**config.mk**
```make
export PLATFORM = sky130hd
export DESIGN_NAME = acp_mm2s_mover
export DESIGN_NICKNAME = d
export VERILOG_FILES = /design/src/rtl/acp_mm2s_mover.sv
export SDC_FILE = /design/constraint.sdc
export NUM_CORES = 1
export LEC_CHECK = 0
export ABC_AREA = 1
export CORE_ASPECT_RATIO = 1.1
export CORE_MARGIN = 1
export CORE_UTILIZATION = 48
export DETAILED_ROUTE_END_ITERATION = 8
export PLACE_DENSITY = 0.82
export SLEW_MARGIN = 20
export SYNTH_ARGS = -nofsm -noshare
export SYNTH_HDL_FRONTEND = slang
export SYNTH_SLANG_ARGS = --single-unit
```
**constraint.sdc**
```tcl
create_clock -name clk -period 3.6 [get_ports clk]
set_input_delay 0.72 -clock clk [delete_from_list [all_inputs] [get_ports clk]]
set_output_delay 0.72 -clock clk [all_outputs]
set_load 0.02 [all_outputs]
```
**src/rtl/acp_mm2s_mover.sv**
```systemverilog
// acp_mm2s_mover: command-driven memory-to-stream read engine.
// Takes a 72-bit command, issues AXI4 INCR read bursts on the ACP port,
// forwards the read data as a 64-bit AXI stream and returns one status byte.
// Optional build macro ACP_MM2S_SKID_EN inserts a 2-entry registered skid
// buffer between the R channel and the output stream.
module acp_mm2s_mover #(
    parameter int unsigned C_M_AXI_ADDR_WIDTH = 32,
    parameter int unsigned C_M_AXI_DATA_WIDTH = 64,
    parameter int unsigned C_MAX_BURST        = 16,
    parameter logic [2:0]  C_PROT             = 3'b010
) (
    input  logic                          clk,
    input  logic                          rst_n,
    input  logic [71:0]                   S_AXIS_CMD_TDATA,
    input  logic                          S_AXIS_CMD_TVALID,
    output logic                          S_AXIS_CMD_TREADY,
    output logic [7:0]                    M_AXIS_STS_TDATA,
    output logic                          M_AXIS_STS_TVALID,
    input  logic                          M_AXIS_STS_TREADY,
    output logic [C_M_AXI_ADDR_WIDTH-1:0] M_AXI_ARADDR,
    output logic [7:0]                    M_AXI_ARLEN,
    output logic [2:0]                    M_AXI_ARSIZE,
    output logic [1:0]                    M_AXI_ARBURST,
    output logic [3:0]                    M_AXI_ARCACHE,
    output logic [2:0]                    M_AXI_ARPROT,
    output logic                          M_AXI_ARVALID,
    input  logic                          M_AXI_ARREADY,
    input  logic [C_M_AXI_DATA_WIDTH-1:0] M_AXI_RDATA,
    input  logic [1:0]                    M_AXI_RRESP,
    input  logic                          M_AXI_RLAST,
    input  logic                          M_AXI_RVALID,
    output logic                          M_AXI_RREADY,
    output logic [C_M_AXI_DATA_WIDTH-1:0] M_AXIS_TDATA,
    output logic                          M_AXIS_TLAST,
    output logic                          M_AXIS_TVALID,
    input  logic                          M_AXIS_TREADY
);

    localparam int unsigned BEATS_W = 20;
    localparam int unsigned LEN_W   = 9;
    localparam int unsigned PAGE_W  = 10;
    localparam int unsigned BTT_W   = 23;

    localparam logic [2:0] ST_IDLE  = 3'd0;
    localparam logic [2:0] ST_CHECK = 3'd1;
    localparam logic [2:0] ST_ADDR  = 3'd2;
    localparam logic [2:0] ST_DATA  = 3'd3;
    localparam logic [2:0] ST_STS   = 3'd4;

    logic [2:0]                    state_q, state_d;
    logic                          cmd_rdy_q, cmd_rdy_d;
    logic [31:0]                   addr_q, addr_d;
    logic [BTT_W-1:0]              btt_q, btt_d;
    logic                          eof_q, eof_d;
    logic [3:0]                    tag_q, tag_d;
    logic [BEATS_W-1:0]            beats_left_q, beats_left_d;
    logic                          interr_q, interr_d;
    logic                          slverr_q, slverr_d;
    logic                          decerr_q, decerr_d;
    logic                          arvalid_q, arvalid_d;
    logic [C_M_AXI_ADDR_WIDTH-1:0] araddr_q, araddr_d;
    logic [7:0]                    arlen_q, arlen_d;
    logic                          sts_valid_q, sts_valid_d;
    logic [7:0]                    sts_data_q, sts_data_d;

    logic                          in_data_c;
    logic                          rready_c;
    logic                          r_hs_c;
    logic                          last_beat_c;
    logic                          drained_c;
    logic [PAGE_W-1:0]             page_beats_c;
    logic [BEATS_W-1:0]            len_wide_c;
    logic [LEN_W-1:0]              len_c;

    // Command bits outside the decoded fields
    logic unused_cmd_bits;
    assign unused_cmd_bits = ^{S_AXIS_CMD_TDATA[71:68], S_AXIS_CMD_TDATA[31],
                               S_AXIS_CMD_TDATA[29:23]};

    assign S_AXIS_CMD_TREADY = cmd_rdy_q;
    assign M_AXIS_STS_TDATA  = sts_data_q;
    assign M_AXIS_STS_TVALID = sts_valid_q;
    assign M_AXI_ARADDR      = araddr_q;
    assign M_AXI_ARLEN       = arlen_q;
    assign M_AXI_ARVALID     = arvalid_q;
    assign M_AXI_ARSIZE      = 3'b011;
    assign M_AXI_ARBURST     = 2'b01;
    assign M_AXI_ARCACHE     = 4'b1111;
    assign M_AXI_ARPROT      = C_PROT;

    assign in_data_c   = (state_q == ST_DATA);
    assign r_hs_c      = in_data_c && M_AXI_RVALID && rready_c;
    assign last_beat_c = M_AXI_RLAST && (beats_left_q == '0) && eof_q;
    assign M_AXI_RREADY = rready_c;

    // Burst length: remaining beats, capped by max burst and the 4 KB page end
    always_comb begin
        page_beats_c = PAGE_W'((13'd4096 - {1'b0, addr_q[11:0]}) >> 3);
        len_wide_c   = beats_left_q;
        if (len_wide_c > BEATS_W'(C_MAX_BURST)) begin
            len_wide_c = BEATS_W'(C_MAX_BURST);
        end
        if (len_wide_c > BEATS_W'(page_beats_c)) begin
            len_wide_c = BEATS_W'(page_beats_c);
        end
        len_c = LEN_W'(len_wide_c);
    end

`ifdef ACP_MM2S_SKID_EN
    localparam int unsigned SKID_W = C_M_AXI_DATA_WIDTH + 1;

    logic [SKID_W-1:0] skid_q [2];
    logic [SKID_W-1:0] skid_d [2];
    logic              wr_ptr_q, wr_ptr_d;
    logic              rd_ptr_q, rd_ptr_d;
    logic [1:0]        cnt_q, cnt_d;
    logic              pop_c;

    assign rready_c      = in_data_c && (cnt_q != 2'd2);
    assign pop_c         = (cnt_q != 2'd0) && M_AXIS_TREADY;
    assign drained_c     = (cnt_q == 2'd0);
    assign M_AXIS_TVALID = (cnt_q != 2'd0);
    assign M_AXIS_TDATA  = skid_q[rd_ptr_q][C_M_AXI_DATA_WIDTH-1:0];
    assign M_AXIS_TLAST  = skid_q[rd_ptr_q][SKID_W-1];

    // Skid buffer push/pop bookkeeping
    always_comb begin
        skid_d   = skid_q;
        wr_ptr_d = wr_ptr_q;
        rd_ptr_d = rd_ptr_q;
        if (r_hs_c) begin
            skid_d[wr_ptr_q] = {last_beat_c, M_AXI_RDATA};
            wr_ptr_d         = ~wr_ptr_q;
        end
        if (pop_c) begin
            rd_ptr_d = ~rd_ptr_q;
        end
        cnt_d = cnt_q + 2'(r_hs_c) - 2'(pop_c);
    end

    // Skid buffer storage
    always_ff @(posedge clk or negedge rst_n) begin
        if (!rst_n) begin
            skid_q[0] <= '0;
            skid_q[1] <= '0;
            wr_ptr_q  <= 1'b0;
            rd_ptr_q  <= 1'b0;
            cnt_q     <= 2'd0;
        end else begin
            skid_q    <= skid_d;
            wr_ptr_q  <= wr_ptr_d;
            rd_ptr_q  <= rd_ptr_d;
            cnt_q     <= cnt_d;
        end
    end
`else
    assign rready_c      = in_data_c && M_AXIS_TREADY;
    assign drained_c     = 1'b1;
    assign M_AXIS_TVALID = in_data_c && M_AXI_RVALID;
    assign M_AXIS_TDATA  = M_AXI_RDATA;
    assign M_AXIS_TLAST  = in_data_c && last_beat_c;
`endif

    // Next-state and datapath update for the command FSM
    always_comb begin
        state_d      = state_q;
        cmd_rdy_d    = cmd_rdy_q;
        addr_d       = addr_q;
        btt_d        = btt_q;
        eof_d        = eof_q;
        tag_d        = tag_q;
        beats_left_d = beats_left_q;
        interr_d     = interr_q;
        slverr_d     = slverr_q;
        decerr_d     = decerr_q;
        arvalid_d    = arvalid_q;
        araddr_d     = araddr_q;
        arlen_d      = arlen_q;
        sts_valid_d  = sts_valid_q;
        sts_data_d   = sts_data_q;

        case (state_q)
            ST_IDLE: begin
                if (cmd_rdy_q && S_AXIS_CMD_TVALID) begin
                    addr_d    = S_AXIS_CMD_TDATA[63:32];
                    btt_d     = S_AXIS_CMD_TDATA[22:0];
                    eof_d     = S_AXIS_CMD_TDATA[30];
                    tag_d     = S_AXIS_CMD_TDATA[67:64];
                    cmd_rdy_d = 1'b0;
                    state_d   = ST_CHECK;
                end else begin
                    cmd_rdy_d = 1'b1;
                end
            end
            ST_CHECK: begin
                if ((btt_q == '0) || (addr_q[2:0] != 3'd0) || (btt_q[2:0] != 3'd0)) begin
                    interr_d = 1'b1;
                    state_d  = ST_STS;
                end else begin
                    beats_left_d = btt_q[22:3];
                    state_d      = ST_ADDR;
                end
            end
            ST_ADDR: begin
                if (!arvalid_q) begin
                    arvalid_d = 1'b1;
                    araddr_d  = C_M_AXI_ADDR_WIDTH'(addr_q);
                    arlen_d   = 8'(len_c - 9'd1);
                end else if (M_AXI_ARREADY) begin
                    arvalid_d    = 1'b0;
                    addr_d       = addr_q + 32'({arlen_q, 3'b000}) + 32'd8;
                    beats_left_d = beats_left_q - BEATS_W'(arlen_q) - BEATS_W'(1);
                    state_d      = ST_DATA;
                end
            end
            ST_DATA: begin
                if (r_hs_c) begin
                    if (M_AXI_RRESP == 2'b10) slverr_d = 1'b1;
                    if (M_AXI_RRESP == 2'b11) decerr_d = 1'b1;
                    if (M_AXI_RLAST) begin
                        state_d = (beats_left_q != '0) ? ST_ADDR : ST_STS;
                    end
                end
            end
            ST_STS: begin
                if (!sts_valid_q) begin
                    if (drained_c) begin
                        sts_valid_d = 1'b1;
                        sts_data_d  = {~(interr_q | decerr_q | slverr_q),
                                       slverr_q, decerr_q, interr_q, tag_q};
                    end
                end else if (M_AXIS_STS_TREADY) begin
                    sts_valid_d = 1'b0;
                    interr_d    = 1'b0;
                    slverr_d    = 1'b0;
                    decerr_d    = 1'b0;
                    cmd_rdy_d   = 1'b1;
                    state_d     = ST_IDLE;
                end
            end
            default: begin
                state_d = ST_IDLE;
            end
        endcase
    end

    // State and datapath registers
    always_ff @(posedge clk or negedge rst_n) begin
        if (!rst_n) begin
            state_q      <= ST_IDLE;
            cmd_rdy_q    <= 1'b0;
            addr_q       <= '0;
            btt_q        <= '0;
            eof_q        <= 1'b0;
            tag_q        <= '0;
            beats_left_q <= '0;
            interr_q     <= 1'b0;
            slverr_q     <= 1'b0;
            decerr_q     <= 1'b0;
            arvalid_q    <= 1'b0;
            araddr_q     <= '0;
            arlen_q      <= '0;
            sts_valid_q  <= 1'b0;
            sts_data_q   <= '0;
        end else begin
            state_q      <= state_d;
            cmd_rdy_q    <= cmd_rdy_d;
            addr_q       <= addr_d;
            btt_q        <= btt_d;
            eof_q        <= eof_d;
            tag_q        <= tag_d;
            beats_left_q <= beats_left_d;
            interr_q     <= interr_d;
            slverr_q     <= slverr_d;
            decerr_q     <= decerr_d;
            arvalid_q    <= arvalid_d;
            araddr_q     <= araddr_d;
            arlen_q      <= arlen_d;
            sts_valid_q  <= sts_valid_d;
            sts_data_q   <= sts_data_d;
        end
    end

endmodule

```
==> results by group, run 1 <==
Floorplanning
  • Die ar.: 18,780 µm²
  • Core box area: 17,800 µm²
  • Starting Density: 0.4915
  • IO Count: 276
  • DIE WIDTH: roughly 130 µm
  • Die Ht: 143.6 µm
  • Row Count: 51

Run
  • Max cap viols: 0

Clock network
  • CTS tree: done
  • Root Driver: clkbuf_16
  • H-tree Lvls: 4
  • Postcts setup bufs: 0
  • Worst skew pair latency: 0.44 ns
  • Max clock buf depth: 2
  • CTS clk-pin slew, worst paths: 0.06 ns
  • CTS Buf Count: 17
  • CTS sink cnt: 137

Global routing
  • Largest net degree at the start of global routing: 84
  • First-pass GRT wire length: 35.27 mm
  • Total grt overflow: 0
  • Initial antenna violation count: 0
  • Vias in the first global route: between 7,000 and 8,000
  • Overall routing resource usage: 0.2400

STA
  • Crit path time final: 3.519 ns
  • Setup ws final: 0.08110 ns
  • Setup violators final: 0
  • Max_slew headroom: 0.3320
  • Fraction of the cycle the final worst path needs: 0.9775
  • RSZ-0062 raised after global routing: no
  • Measured slew at the worst slew-check pin: 1.002 ns
  • Highest clock rate: 284.2 MHz
  • Clock skew: 0.01002 ns
  • Final hold vios: 0
  • Setup TNS: 0 ns
  • Final Max Slew Viols: 0

Yosys
  • Synth async-reset ratio: 1.000
  • Post-synthesis cell count: 1,189
  • Register area share after synthesis: 0.3918
  • Synth Cell Area: a little under 9000 µm²
  • Leading area contributor after synthesis: dfrtp_1
  • Primary FF master, synth: dfrtp_1
  • Top cell type's share of synthesized area: 0.3918
  • #FFs+latches synth: 137
  • Most frequent cells after synthesis: nand2_1, dfrtp_1, o21ai_0
  • Post-synth EDFFs: 0
  • Avg Inst Size Synth: 7.360 µm²
  • Most frequent cell after synthesis: nand2_1
  • Unique cell type count in the Yosys netlist: 42
  • Yosys warns: 0
  • Synth area leaders: dfrtp_1, nand2_1, buf_4, o21ai_0, ha_1

Placement
  • Post-DP HPWL: ~15 mm
  • Gpl congestion: 0.9254
  • Dpl ws: 0.3531 ns
  • Input/output buffers: 123

Critical path
  • Worst-path fanout max: 5
  • CP startpoint: beats_left_q[15]$_DFFE_PN0P_
  • Setup crit end: M_AXIS_TLAST
  • Startpoint Class: register
  • Crit path kind: register to output port
  • CP arrival: 2.80 ns
  • Reg2reg start: beats_left_q[15]$_DFFE_PN0P_
  • Cell depth of the worst flop-to-flop path: 21
  • Crit. End Element: output port
  • Reg2reg setup slack: 0.36 ns
  • CP required: ~2.9 ns
  • Worst reg2reg path endpoint: M_AXI_ARLEN[6]$_DFFE_PN0P_

Hold path
  • HP Class: primary input to async pin

Detailed routing
  • Vias: 7,864
  • DRT Pass-1 Iters: 7
  • DR vias/cell: 5.250
  • DR WL/cell: 14.18 µm
  • Detailed Route WL: roughly 21 mm
  • # DRC: 0
  • Remaining antenna violation count: 0
  • Drt first-iter violations: 646

Pwr
  • Sw Ratio: 0.4683
  • Register share of total power: 0.292
  • Clk network pwr share: 0.174
  • Leak: 4.930 nW
  • Combinational Power Share: 0.533
  • Switch Pwr: 4.570 mW
  • PwrDens: 949.4 nW/µm²
  • Tot Pwr: 9.760 mW
  • Maximum vdd ir drop: 0.5376 mV
  • Internal power: 5.190 mW

Finish
  • Fill cell total of the finished layout: 1,599
  • Area grow syn2layout: 17.47%
  • Layout cells sized above 1: 0.06825
  • Final net count: 1,430
  • Antenna cell count: 0

Status
  • Outcome: completed
how the worst min path moves through the flow:
stage	from	endpoint	slack, ns	cells after the start
after CTS	rst_n	M_AXI_ARADDR[19]$_DFFE_PN0P_	0.26	1
after detailed placement	eof_q$_DFFE_PN0P_	eof_q$_DFFE_PN0P_	0.46	2
after floorplan	rst_n	M_AXIS_STS_TDATA[0]$_DFFE_PN0P_	0.42	0
final	rst_n	M_AXI_ARADDR[19]$_DFFE_PN0P_	0.23	1
after global placement	eof_q$_DFFE_PN0P_	eof_q$_DFFE_PN0P_	0.45	2
after global routing	rst_n	M_AXI_ARADDR[19]$_DFFE_PN0P_	0.28	1
flip-flops by register name, indices dropped and copies added, names as in the netlist:
register	flops
decerr_q	1
M_AXIS_STS_TDATA	8
M_AXI_ARADDR	32
M_AXI_ARVALID	1
M_AXIS_STS_TVALID	1
beats_left_q	20
addr_q	32
tag_q	4
slverr_q	1
S_AXIS_CMD_TREADY	1
M_AXI_ARLEN	8
btt_q	23
interr_q	1
eof_q	1
state_q	3
stage by stage:
| stage | area, µm² | utilization | hold slack (ns) | instances |
|---|---|---|---|---|
| floorplan | 8807 | - | 0.4244 | 1204 |
| global placement | 9707 | 0.5452 | 0.4547 | 1466 |
| detailed placement | 9707 | 0.5452 | 0.4585 | 1466 |
| CTS | 10270 | 0.5769 | 0.2606 | 1498 |
| global route | 10280 | 0.5774 | 0.2772 | 1498 |
| finish | 10280 | 0.5774 | 0.2346 | 1498 |
layout by cell type, fill, tap and decap left out, drive strengths merged, types with 2 or more instances in the layout:
cell type	synthesis	final
buf	94	13
clkinvlp	0	3
nand3b	4	4
clkinv	0	6
nand4	10	10
nor2	114	114
nor4	8	8
inv	116	119
a31oi	2	2
conb	2	17
a21oi	39	39
o21bai	2	2
fa	2	2
o21ai	131	131
dfrtp	137	137
nand3	59	59
clkbuf	17	19
or2	4	4
o211ai	15	15
o22ai	14	14
clkdlybuf4s50	0	122
nor3	12	12
ha	35	35
nand2	352	352
xor2	16	16
what timing repair did:
action,CTS,global route
gates resized for setup,0,3
setup endpoints to repair,0,3
hold endpoints to repair,0,0
hold buffers,0,0
logic make-up after synthesis:
logic type / count (synthesis) / synth area share
other cells: 2 / 0.0008582
xor+xnor: 17 / 0.01787
simple gates: 563 / 0.2719
fa+ha+maj: 37 / 0.05462
compound gates: 206 / 0.1294
flops: 137 / 0.3918
buf+inv: 227 / 0.1335
power by group through the flow:
| stage | logic, mW | clock network [mW] | registers [mW] |
|---|---|---|---|
| floorplan | 3.50 | 0 | 3.01 |
| global placement | 5.00 | 0 | 2.83 |
| detailed placement | 5.14 | 0 | 2.86 |
| CTS | 5.19 | 1.72 | 2.84 |
| global route | 5.88 | 1.79 | 2.94 |
| finish | 5.20 | 1.70 | 2.85 |
routing by layer:
metal	vias up	routed length [µm]	GRT usage	share of wire
met4	0	479	0.08046	0.023
met5	-	0	0	0
li1	3867	-	-	-
met2	287	10250	0.4024	0.48
met3	54	1238	0.04840	0.058
met1	3656	9276	0.3072	0.44
worst max-delay path, stage by stage (launching register included):
cell and delay [ns]:
dfrtp_1 0.42, nor2_1 0.18, nand2_1 0.10, inv_1 0.06, nand2_1 0.06, nor2_1 0.23, nand2_1 0.17, buf_4 0.18
inv_1 0.09, nand3b_1 0.12, nor2_1 0.14, clkdlybuf4s50_1 0.62
layout make-up:
type	count	area, µm²	share of cell area
multi-input cells	840	4220	0.4105
flip-flops and latches	137	3428	0.3335
repair buffers	135	1335	0.1299
clock buffers	19	442.9	0.04309
inverters	116	435.4	0.04236
well taps	238	297.8	0.02897
clock inverters	13	120.1	0.01168
Note: power is estimated with default switching activity, not from simulation.
==> inputs of run 2 (changes only) <==
--- a/config.mk
+++ b/config.mk
@@ -11,7 +11,8 @@
 export CORE_UTILIZATION = 48
 export DETAILED_ROUTE_END_ITERATION = 8
 export PLACE_DENSITY = 0.82
-export SLEW_MARGIN = 20
+export SLEW_MARGIN = 30
 export SYNTH_ARGS = -nofsm -noshare
 export SYNTH_HDL_FRONTEND = slang
 export SYNTH_SLANG_ARGS = --single-unit
+export TNS_END_PERCENT = 5
==> results by group, run 2 (synthesized netlist as in run 1, its figures left out) <==
Status
  • Outcome: completed

STA
  • Final Max Slew Viols: 0 (unchanged)
  • Max_slew headroom: 0.4547 (+0.1227)
  • Setup TNS: 0 ns (unchanged)
  • Fraction of the cycle the final worst path needs: 0.9776 (about the same)
  • RSZ-0062 raised after global routing: no
  • Setup violators final: 0 (unchanged)
  • Measured slew at the worst slew-check pin: 0.8180 ns (-0.1840 ns)
  • Highest clock rate: 284.1 MHz (about the same)
  • Clock skew: 0.007374 ns (-0.002650 ns)
  • Crit path time final: 3.519 ns (+0.0004801 ns)
  • Hold Slack: 0.2354 ns (+0.0008640 ns)
  • Final hold vios: 0 (unchanged)

Global routing
  • Layer carrying the most global-route usage: met2
  • First-pass GRT wire length: 35.27 mm (unchanged)
  • Total grt overflow: 0 (unchanged)
  • Initial antenna violation count: 0 (unchanged)
  • Grt met2 use: 0.4024 (unchanged)
  • Vias in the first global route: 7,439 (unchanged)
  • Grt met1 use: 0.3072 (unchanged)
  • Met3 Usage GRT: 0.04840 (unchanged)
  • Overall routing resource usage: 0.2400 (unchanged)
  • Largest net degree at the start of global routing: 84 (unchanged)

Critical path
  • Crit path kind: register to output port
  • CP arrival: 2.80 ns (about the same)
  • Worst-path fanout max: 5 (unchanged)
  • Startpoint Class: register
  • Crit. End Element: output port
  • CP required: 2.88 ns (about the same)

Clock network
  • Hold Buf Count CTS: 0 (unchanged)
  • Worst skew pair latency: 0.43 ns (about the same)
  • Root Driver: clkbuf_16
  • Max clock buf depth: 2 (unchanged)
  • CTS sink cnt: 137 (unchanged)
  • H-tree Lvls: 4 (unchanged)
  • CTS Buf Count: 17 (unchanged)
  • CTS tree: done
  • CTS clk-pin slew, worst paths: 0.06 ns (about the same)

Finish
  • Layout cells sized above 1: 0.06825 (unchanged)
  • Final net count: 1,430 (unchanged)
  • Most common cell after layout, fill and taps aside: nand2_1
  • Final Cell Area: 10,280 µm² (about the same)
  • Cell Count, Final, Fillers Out: 1,498 (unchanged)
  • Fill cell total of the finished layout: 1,601 (+0.13%)
  • Antenna cell count: 0 (unchanged)
  • Area grow syn2layout: 17.49% (about the same)
  • Commonest non-fill, non-tap cells in the layout: nand2_1, dfrtp_1, clkdlybuf4s50_1

Detailed routing
  • Remaining antenna violation count: 0 (unchanged)
  • DR WL/cell: 14.18 µm (about the same)
  • Vias: 7,843 (-0.27%)
  • DRT Pass-1 Iters: 5 (-2)
  • DR vias/cell: 5.236 (-0.27%)
  • Detailed Route WL: 21.25 mm (about the same)
  • # DRC: 0 (unchanged)
  • Drt first-iter violations: 647 (+0.15%)

Pwr
  • Maximum vdd ir drop: 0.5384 mV (+0.14%)
  • PwrDens: 949.9 nW/µm² (about the same)
  • Leak: 4.930 nW (about the same)

Floorplanning
  • Row Count: 51 (unchanged)
  • Starting Density: 0.4915 (unchanged)
  • DIE WIDTH: 130.7 µm (unchanged)
  • Die Ht: 143.6 µm (unchanged)
  • Core box area: 17,800 µm² (unchanged)
  • Die ar.: 18,780 µm² (unchanged)
  • IO Count: 276 (unchanged)

Placement
  • Post-DP HPWL: 15.41 mm (unchanged)
  • Gpl congestion: 0.9254 (unchanged)
  • Placed Area: 9707 µm² (unchanged)
  • Input/output buffers: 123 (unchanged)
  • Placed cells: 1,466 (unchanged)

Run
  • Max cap viols: 0 (unchanged)

Hold path
  • HP Class: primary input to async pin
run 2: worst paths after layout:
path | startpoint | endpoint | slack (ns) | depth (start not counted)
worst max-delay path | beats_left_q[15]$_DFFE_PN0P_ | M_AXIS_TLAST | 0.08 | 11
worst min-delay path | rst_n | M_AXI_ARADDR[19]$_DFFE_PN0P_ | 0.24 | 1
worst max register to register | beats_left_q[15]$_DFFE_PN0P_ | M_AXI_ARLEN[6]$_DFFE_PN0P_ | 0.36 | 21
worst min register to register | M_AXI_ARADDR[5]$_DFFE_PN0P_ | M_AXI_ARADDR[5]$_DFFE_PN0P_ | 0.47 | 2
max in group asynchronous | rst_n | beats_left_q[0]$_DFFE_PN0P_ | 2.53 | 2
min in group clk | M_AXI_ARADDR[5]$_DFFE_PN0P_ | M_AXI_ARADDR[5]$_DFFE_PN0P_ | 0.47 | 2
run 2: critical path, stage by stage (launching register included):
cell and delay, ns:
dfrtp_1 0.42, nor2_1 0.18, nand2_1 0.10, inv_1 0.06
nand2_1 0.06, nor2_1 0.23, nand2_1 0.17, buf_4 0.18
inv_1 0.09, nand3b_1 0.12, nor2_1 0.14, clkdlybuf4s50_1 0.62
run 2: cell type report:
cell class,instances,area [µm²],area share
Clock buffer,19,442.9,0.04308
Clock inverter,13,120.1,0.01168
Inverter,116,436.7,0.04247
Multi-Input combinational cell,840,4220,0.4105
Sequential cell,137,3428,0.3335
Tap cell,238,297.8,0.02896
Timing Repair Buffer,135,1335,0.1299
run 2: through the flow:
step | setup slack, ns | power (mW) | utilization
final | 0.08062 | 9.766 | 0.5775
after global routing | 0.004265 | 10.62 | 0.5775
after CTS | 0.1439 | 9.756 | 0.5769
after detailed placement | 0.3531 | 8.002 | 0.5452
after global placement | 0.4098 | 7.826 | 0.5452
after floorplan | 0.8657 | 6.513 | -
run 2: where the power goes:
group / total [mW] / internal, mW / leakage [nW] / switching, mW
Combinational: 5.21 / 1.96 / 2.96 / 3.26
Clock: 1.70 / 0.972 / 0.270 / 0.727
Sequential: 2.85 / 2.26 / 1.70 / 0.592
run 2: per-layer routing:
metal  share of wire  vias to the layer above
li1                -                     3870
met4           0.022                        0
met2            0.48                      271
met1            0.44                     3651
met3           0.058                       51
met5               0                        -
run 2: timing repair:
item | CTS | global route
setup buffers | 0 | 0
endpoints found under the setup margin | 0 | 3
resized for setup | 0 | 3
endpoints found under the hold margin | 0 | 0
==> inputs of run 3 (changes only) <==
--- a/config.mk
+++ b/config.mk
@@ -8,9 +8,8 @@
 export ABC_AREA = 1
 export CORE_ASPECT_RATIO = 1.1
 export CORE_MARGIN = 1
-export CORE_UTILIZATION = 48
+export CORE_UTILIZATION = 34
 export DETAILED_ROUTE_END_ITERATION = 8
-export PLACE_DENSITY = 0.82
 export SLEW_MARGIN = 30
 export SYNTH_ARGS = -nofsm -noshare
 export SYNTH_HDL_FRONTEND = slang
==> results by group, run 3 (synthesized netlist as in run 1, its figures left out) <==
Status
  • Outcome: completed

STA
  • RSZ-0062 raised after global routing: no
  • Highest clock rate: 312.0 MHz (+9.8%)
  • Final Max Slew Viols: 0 (unchanged)
  • Crit path time final: 3.206 ns (-0.3138 ns)
  • Max_slew headroom: 0.4589 (+0.004162)
  • Final hold vios: 0 (unchanged)
  • Setup TNS: 0 ns (unchanged)
  • Setup violators final: 0 (unchanged)
  • Measured slew at the worst slew-check pin: 0.8087 ns (-0.009306 ns)
  • Hold Slack: 0.2469 ns (+0.01149 ns)
  • Clock skew: 0.01324 ns (+0.005868 ns)
  • Fraction of the cycle the final worst path needs: 0.8904 (-0.08716)

Floorplanning
  • DIE WIDTH: 155.0 µm (+19%)
  • Row Count: 61 (+20%)
  • Die Ht: 170.3 µm (+19%)
  • IO Count: 276 (unchanged)
  • Die ar.: 26,380 µm² (+41%)
  • Core box area: 25,260 µm² (+42%)
  • Starting Density: 0.3464 (-0.1451)

Critical path
  • CP startpoint: addr_q[0]$_DFFE_PN0P_
  • Cell depth of the worst flop-to-flop path: 24 (+14%)
  • Crit path kind: register to register
  • Reg2reg start: addr_q[0]$_DFFE_PN0P_
  • Crit. End Element: register
  • Startpoint Class: register
  • Worst reg2reg path endpoint: M_AXI_ARLEN[6]$_DFFE_PN0P_
  • CP arrival: 3.51 ns (+0.71 ns)
  • Worst-path fanout max: 11 (+6)
  • CP required: 3.91 ns (+1.03 ns)
  • Reg2reg setup slack: 0.39 ns (+0.03 ns)

Pwr
  • PwrDens: 936.4 nW/µm² (-1.4%)
  • Leak: 4.967 nW (+0.74%)
  • Maximum vdd ir drop: 0.3994 mV (-26%)

Placement
  • Input/output buffers: 123 (unchanged)
  • Post-DP HPWL: 16.47 mm (+6.9%)
  • Placed Area: 9847 µm² (+1.4%)
  • Gpl congestion: 0.8846 (-4.4%)

Global routing
  • Largest net degree at the start of global routing: 74 (-12%)
  • Overall routing resource usage: 0.1754 (-0.06455)
  • First-pass GRT wire length: 36.83 mm (+4.4%)
  • Total grt overflow: 0 (unchanged)
  • Initial antenna violation count: 1 (+1)
  • Vias in the first global route: 7,386 (-0.71%)

Run
  • Max cap viols: 0 (unchanged)

Clock network
  • CTS-repair resized insts: 0 (unchanged)
  • CTS clk-pin slew, worst paths: 0.06 ns (about the same)
  • Worst skew pair latency: 0.42 ns (about the same)
  • Max clock buf depth: 2 (unchanged)
  • CTS tree: done
  • Postcts setup bufs: 0 (unchanged)
  • Hold Buf Count CTS: 0 (unchanged)
  • CTS Buf Count: 17 (unchanged)
  • Root Driver: clkbuf_16
  • CTS sink cnt: 137 (unchanged)
  • H-tree Lvls: 4 (unchanged)

Detailed routing
  • Drt first-iter violations: 390 (-40%)
  • # DRC: 0 (unchanged)
  • Vias: 7,675 (-2.1%)
  • Detailed Route WL: 22.35 mm (+5.2%)
  • Remaining antenna violation count: 0 (unchanged)
  • DRT Pass-1 Iters: 5 (unchanged)
  • DR WL/cell: 13.89 µm (-2.1%)
  • DR vias/cell: 4.770 (-8.9%)

Finish
  • Layout cells sized above 1: 0.07052 (+0.002269)
  • Commonest non-fill, non-tap cells in the layout: nand2_1, dfrtp_1, clkdlybuf4s50_1
  • Area grow syn2layout: 19.32%
  • Final net count: 1,432 (+0.14%)
  • Most common cell after layout, fill and taps aside: nand2_1
  • Fill cell total of the finished layout: 2,673 (+67%)
  • Final Cell Area: 10,440 µm² (+1.6%)

Hold path
  • HP Class: primary input to async pin
## run 3: cell types whose count changed in the layout (fill, tap and decap cells not counted), sizes merged
cell | previous run | this run
dlymetal6s2s | 0 | 1
clkinv | 7 | 4
clkinvlp | 3 | 2
diode | 0 | 1
buf | 13 | 15
clkdlybuf4s50 | 122 | 121
inv | 118 | 122
## run 3: layout make-up
| type | count | area [µm²] | area share |
|---|---|---|---|
| inverters | 116 | 437.9 | 0.04194 |
| well taps | 346 | 432.9 | 0.04146 |
| repair buffers | 137 | 1340 | 0.1283 |
| multi-input cells | 840 | 4215 | 0.4037 |
| clock inverters | 13 | 131.4 | 0.01258 |
| diodes | 1 | 2.502 | 0.0002397 |
| flip-flops and latches | 137 | 3428 | 0.3283 |
| clock buffers | 19 | 452.9 | 0.04338 |
## run 3: metal layers
| metal | GRT usage | part of all wire | vias to the layer above |
|---|---|---|---|
| li1 | - | - | 3881 |
| met1 | 0.2316 | 0.47 | 3592 |
| met2 | 0.2893 | 0.47 | 170 |
| met3 | 0.03209 | 0.042 | 32 |
| met4 | 0.05639 | 0.018 | 0 |
| met5 | 0 | 0 | - |
## run 3: power breakdown
part           internal (mW)  switching [mW]
combinational           1.95            3.21
sequential              2.26           0.587
clock                   1.01           0.759
## run 3: worst max-delay path, cell delays in order (launching register included)
cell and delay (ns):
dfrtp_1 0.40, nor2_2 0.20, nand2_2 0.15, nor3_4 0.25
nand2_1 0.15, nand2_1 0.09, nand2_1 0.08, ha_1 0.32
nand2_1 0.10, nor2_1 0.04, nand2_1 0.05, nand2_1 0.05
nor2_1 0.12, nand2_2 0.17, nand2_2 0.12, nand2_1 0.07
nand2_2 0.08, ha_1 0.18, inv_1 0.05, nor2_1 0.13
nand3_1 0.09, nand2_1 0.06, nand2_1 0.04, nand2_1 0.05
nand2_1 0.05
## run 3: per-stage QoR
| stage | setup slack [ns] | util | std cells | power, mW |
|---|---|---|---|---|
| 6_report | 0.3944 | 0.4133 | 1609 | 9.777 |
| 4_1_cts | 0.05007 | 0.4129 | 1608 | 9.857 |
| 2_1_floorplan | 0.8657 | - | 1204 | 6.513 |
| 3_5_place_dp | 0.2942 | 0.3898 | 1576 | 8.033 |
| 3_3_place_gp | 0.2977 | 0.3897 | 1576 | 7.956 |
| 5_1_grt | 0.01415 | 0.4133 | 1609 | 10.70 |
## run 3: worst max-delay path by stage
stage,end,slack [ns],cells past startpoint
2_1_floorplan,M_AXI_ARLEN[6]$_DFFE_PN0P_,0.87,24
3_3_place_gp,M_AXI_ARLEN[6]$_DFFE_PN0P_,0.30,24
3_5_place_dp,M_AXI_ARLEN[6]$_DFFE_PN0P_,0.29,24
4_1_cts,M_AXIS_TLAST,0.05,11
5_1_grt,M_AXI_ARLEN[6]$_DFFE_PN0P_,0.01,24
6_report,M_AXI_ARLEN[6]$_DFFE_PN0P_,0.39,24
==> variant, RTL diff (settings of run 2) <==
Add a define of `ACP_MM2S_SKID_EN`.
--- a/src/rtl/acp_mm2s_mover.sv
+++ b/src/rtl/acp_mm2s_mover.sv
@@ -5,2 +5,4 @@
 // buffer between the R channel and the output stream.
+`define ACP_MM2S_SKID_EN
+
 module acp_mm2s_mover #(
Function: changed (a bounded check fails within 4 cycles, from zero or initial values and one cycle with rst_n low).
==> variant against run 2 <==
  * Area after synthesis is 60% higher
  * Core utilization is 4.2 points higher
  * Die area is 59% higher
  * Routed wire length is 71% higher
  * Clock power is 68% higher
  * Power is 74% higher
  * Sequential cell count is 134 higher
  * Cell area is 73% higher
  * Clock skew is 0.0031 ns higher
  * Register-to-register slack worse by 0.02 ns
  * Setup slack better by 0.25 ns
  * First-iteration DRC count is 54% higher
  * Largest cell class is now registers
==> variant: results (changes against run 2) <==
status:
  outcome: "finished, final reports clean"
grt:
  grt_pass1_vias: 12200  # +64%
  grt_max_degree: 90  # +7.1%
  antenna_found_initial: 3  # +3
  grt_use_total_pct: 24.8  # +0.75 points
  use_met3_pct: 3.54  # -1.3 points
  use_met2_pct: 39.7  # -0.49 points
pwr:
  ir_drop_mv: 0.611  # +13%
  seq_power_share_pct: 32.0  # +2.8 points
  p_leak_nw: 8.89  # +80%
  internal_power_mw: 9.56  # +84%
  share_comb_of_total_power_pct: 51.2  # -2.2 points
  comb_cell_power_mw: 8.69  # +67%
route:
  initialDrtViolationCount: 997  # +54%
  routedWlPerCell_um: 14.9  # +5.3%
  drt_first_pass_iters: 7  # +2
  vias: 12600  # +61%
synth:
  synth-seq-area-share_pct: 48.3  # +9.1 points
  avgSynthCellArea_um2: 7.71  # +4.8%
  synth_cell_types: 49  # +17%
  synth_area_leaders: "dfrtp_1 (48%), nand2_1 (18%), o21ai_0 (5.4%), inv_1 (5.1%), ha_1 (3.3%)"
critical_path:
  worstSetupPathType: "reg -> reg"
  reg2reg_from: "addr_q[3]$_DFFE_PN0P_"
  cp.arrival_ns: 3.71  # +0.91 ns
  r2r_slack_ns: 0.34  # -0.02 ns
  cp_slowest_cell: "dfrtp_1"
  worst_r2r_path_depth: 22  # +4.8%
  cpPeakStageDelay_ns: 0.41  # -0.21 ns
final_layout:
  fillers: 2435  # +52%
  finalNonFillerCells: 2438  # +63%
  drive_above_1_share_pct: 5.56  # -1.3 points
  finalNetCount: 2233  # +56%
sta:
  max_freq_ghz: 0.306  # +7.8%
  worst_pin_slew_ns: 0.831  # +0.0133 ns
  finClkSkew_ns: 0.0105  # +0.00310 ns
placement:
  dp_slack_ns: 0.236  # -0.117 ns
  io_buffer_count: 251  # +100%
  gp_congestion: 0.902  # -2.5%
  dp_hpwl_um: 25300  # +64%
clock_tree:
  clockBufferDepth: 3  # +1
  cts_max_level: 1  # -3
variant: cell count changes in the layout (fill, tap and decap cells not counted), sizes merged, moves of 7 or more:
cell / delta
nand2: +330
dfrtp: +134
clkdlybuf4s50: +128
o21ai: +115
inv: +79
clkbuf: +29
nor2: -25
buf: +8
xnor2: +7
variant: layout make-up:
type / count / area (µm²) / share of cell area, %
Timing Repair Buffer: 271 / 2730 / 15.4
Clock buffer: 48 / 877 / 4.94
Inverter: 199 / 753 / 4.24
Tap cell: 368 / 460 / 2.59
Clock inverter: 2 / 25.0 / 0.141
Multi-Input combinational cell: 1276 / 6140 / 34.5
Sequential cell: 271 / 6780 / 38.2
Antenna cell: 3 / 7.51 / 0.0422
variant: worst min path at each step:
stage	startpoint	endpoint	slack [ns]	depth (start not counted)
floorplan	rst_n	M_AXIS_STS_TDATA[0]$_DFFE_PN0P_	0.42	0
global placement	slverr_q$_DFFE_PN0P_	M_AXIS_STS_TDATA[7]$_DFFE_PN0P_	0.45	1
global route	rst_n	skid_q[91]$_DFFE_PN0P_	0.23	1
detailed placement	slverr_q$_DFFE_PN0P_	M_AXIS_STS_TDATA[7]$_DFFE_PN0P_	0.46	1
finish	rst_n	skid_q[25]$_DFFE_PN0P_	0.19	1
CTS	rst_n	skid_q[91]$_DFFE_PN0P_	0.19	1
variant: logic make-up (layout without fill, tap and decap cells):
kind of cell,Yosys count,in the layout,synth area share (%)
and+or+nand+nor,876,876,25.2
DFF,271,271,48.3
AOI/OAI and AO/OA,324,324,13.0
adders and majority gates,39,39,3.58
xor gates and xnor gates,20,20,1.25
buffers and inverters,289,520,8.62
other,2,20,0.0535
variant: per-layer routing:
metal / routed length, µm / part of all wire [%]
met1: 15400 / 42
met2: 17000 / 47
met3: 2160 / 5.9
met4: 1950 / 5.3
met5: 0 / 0
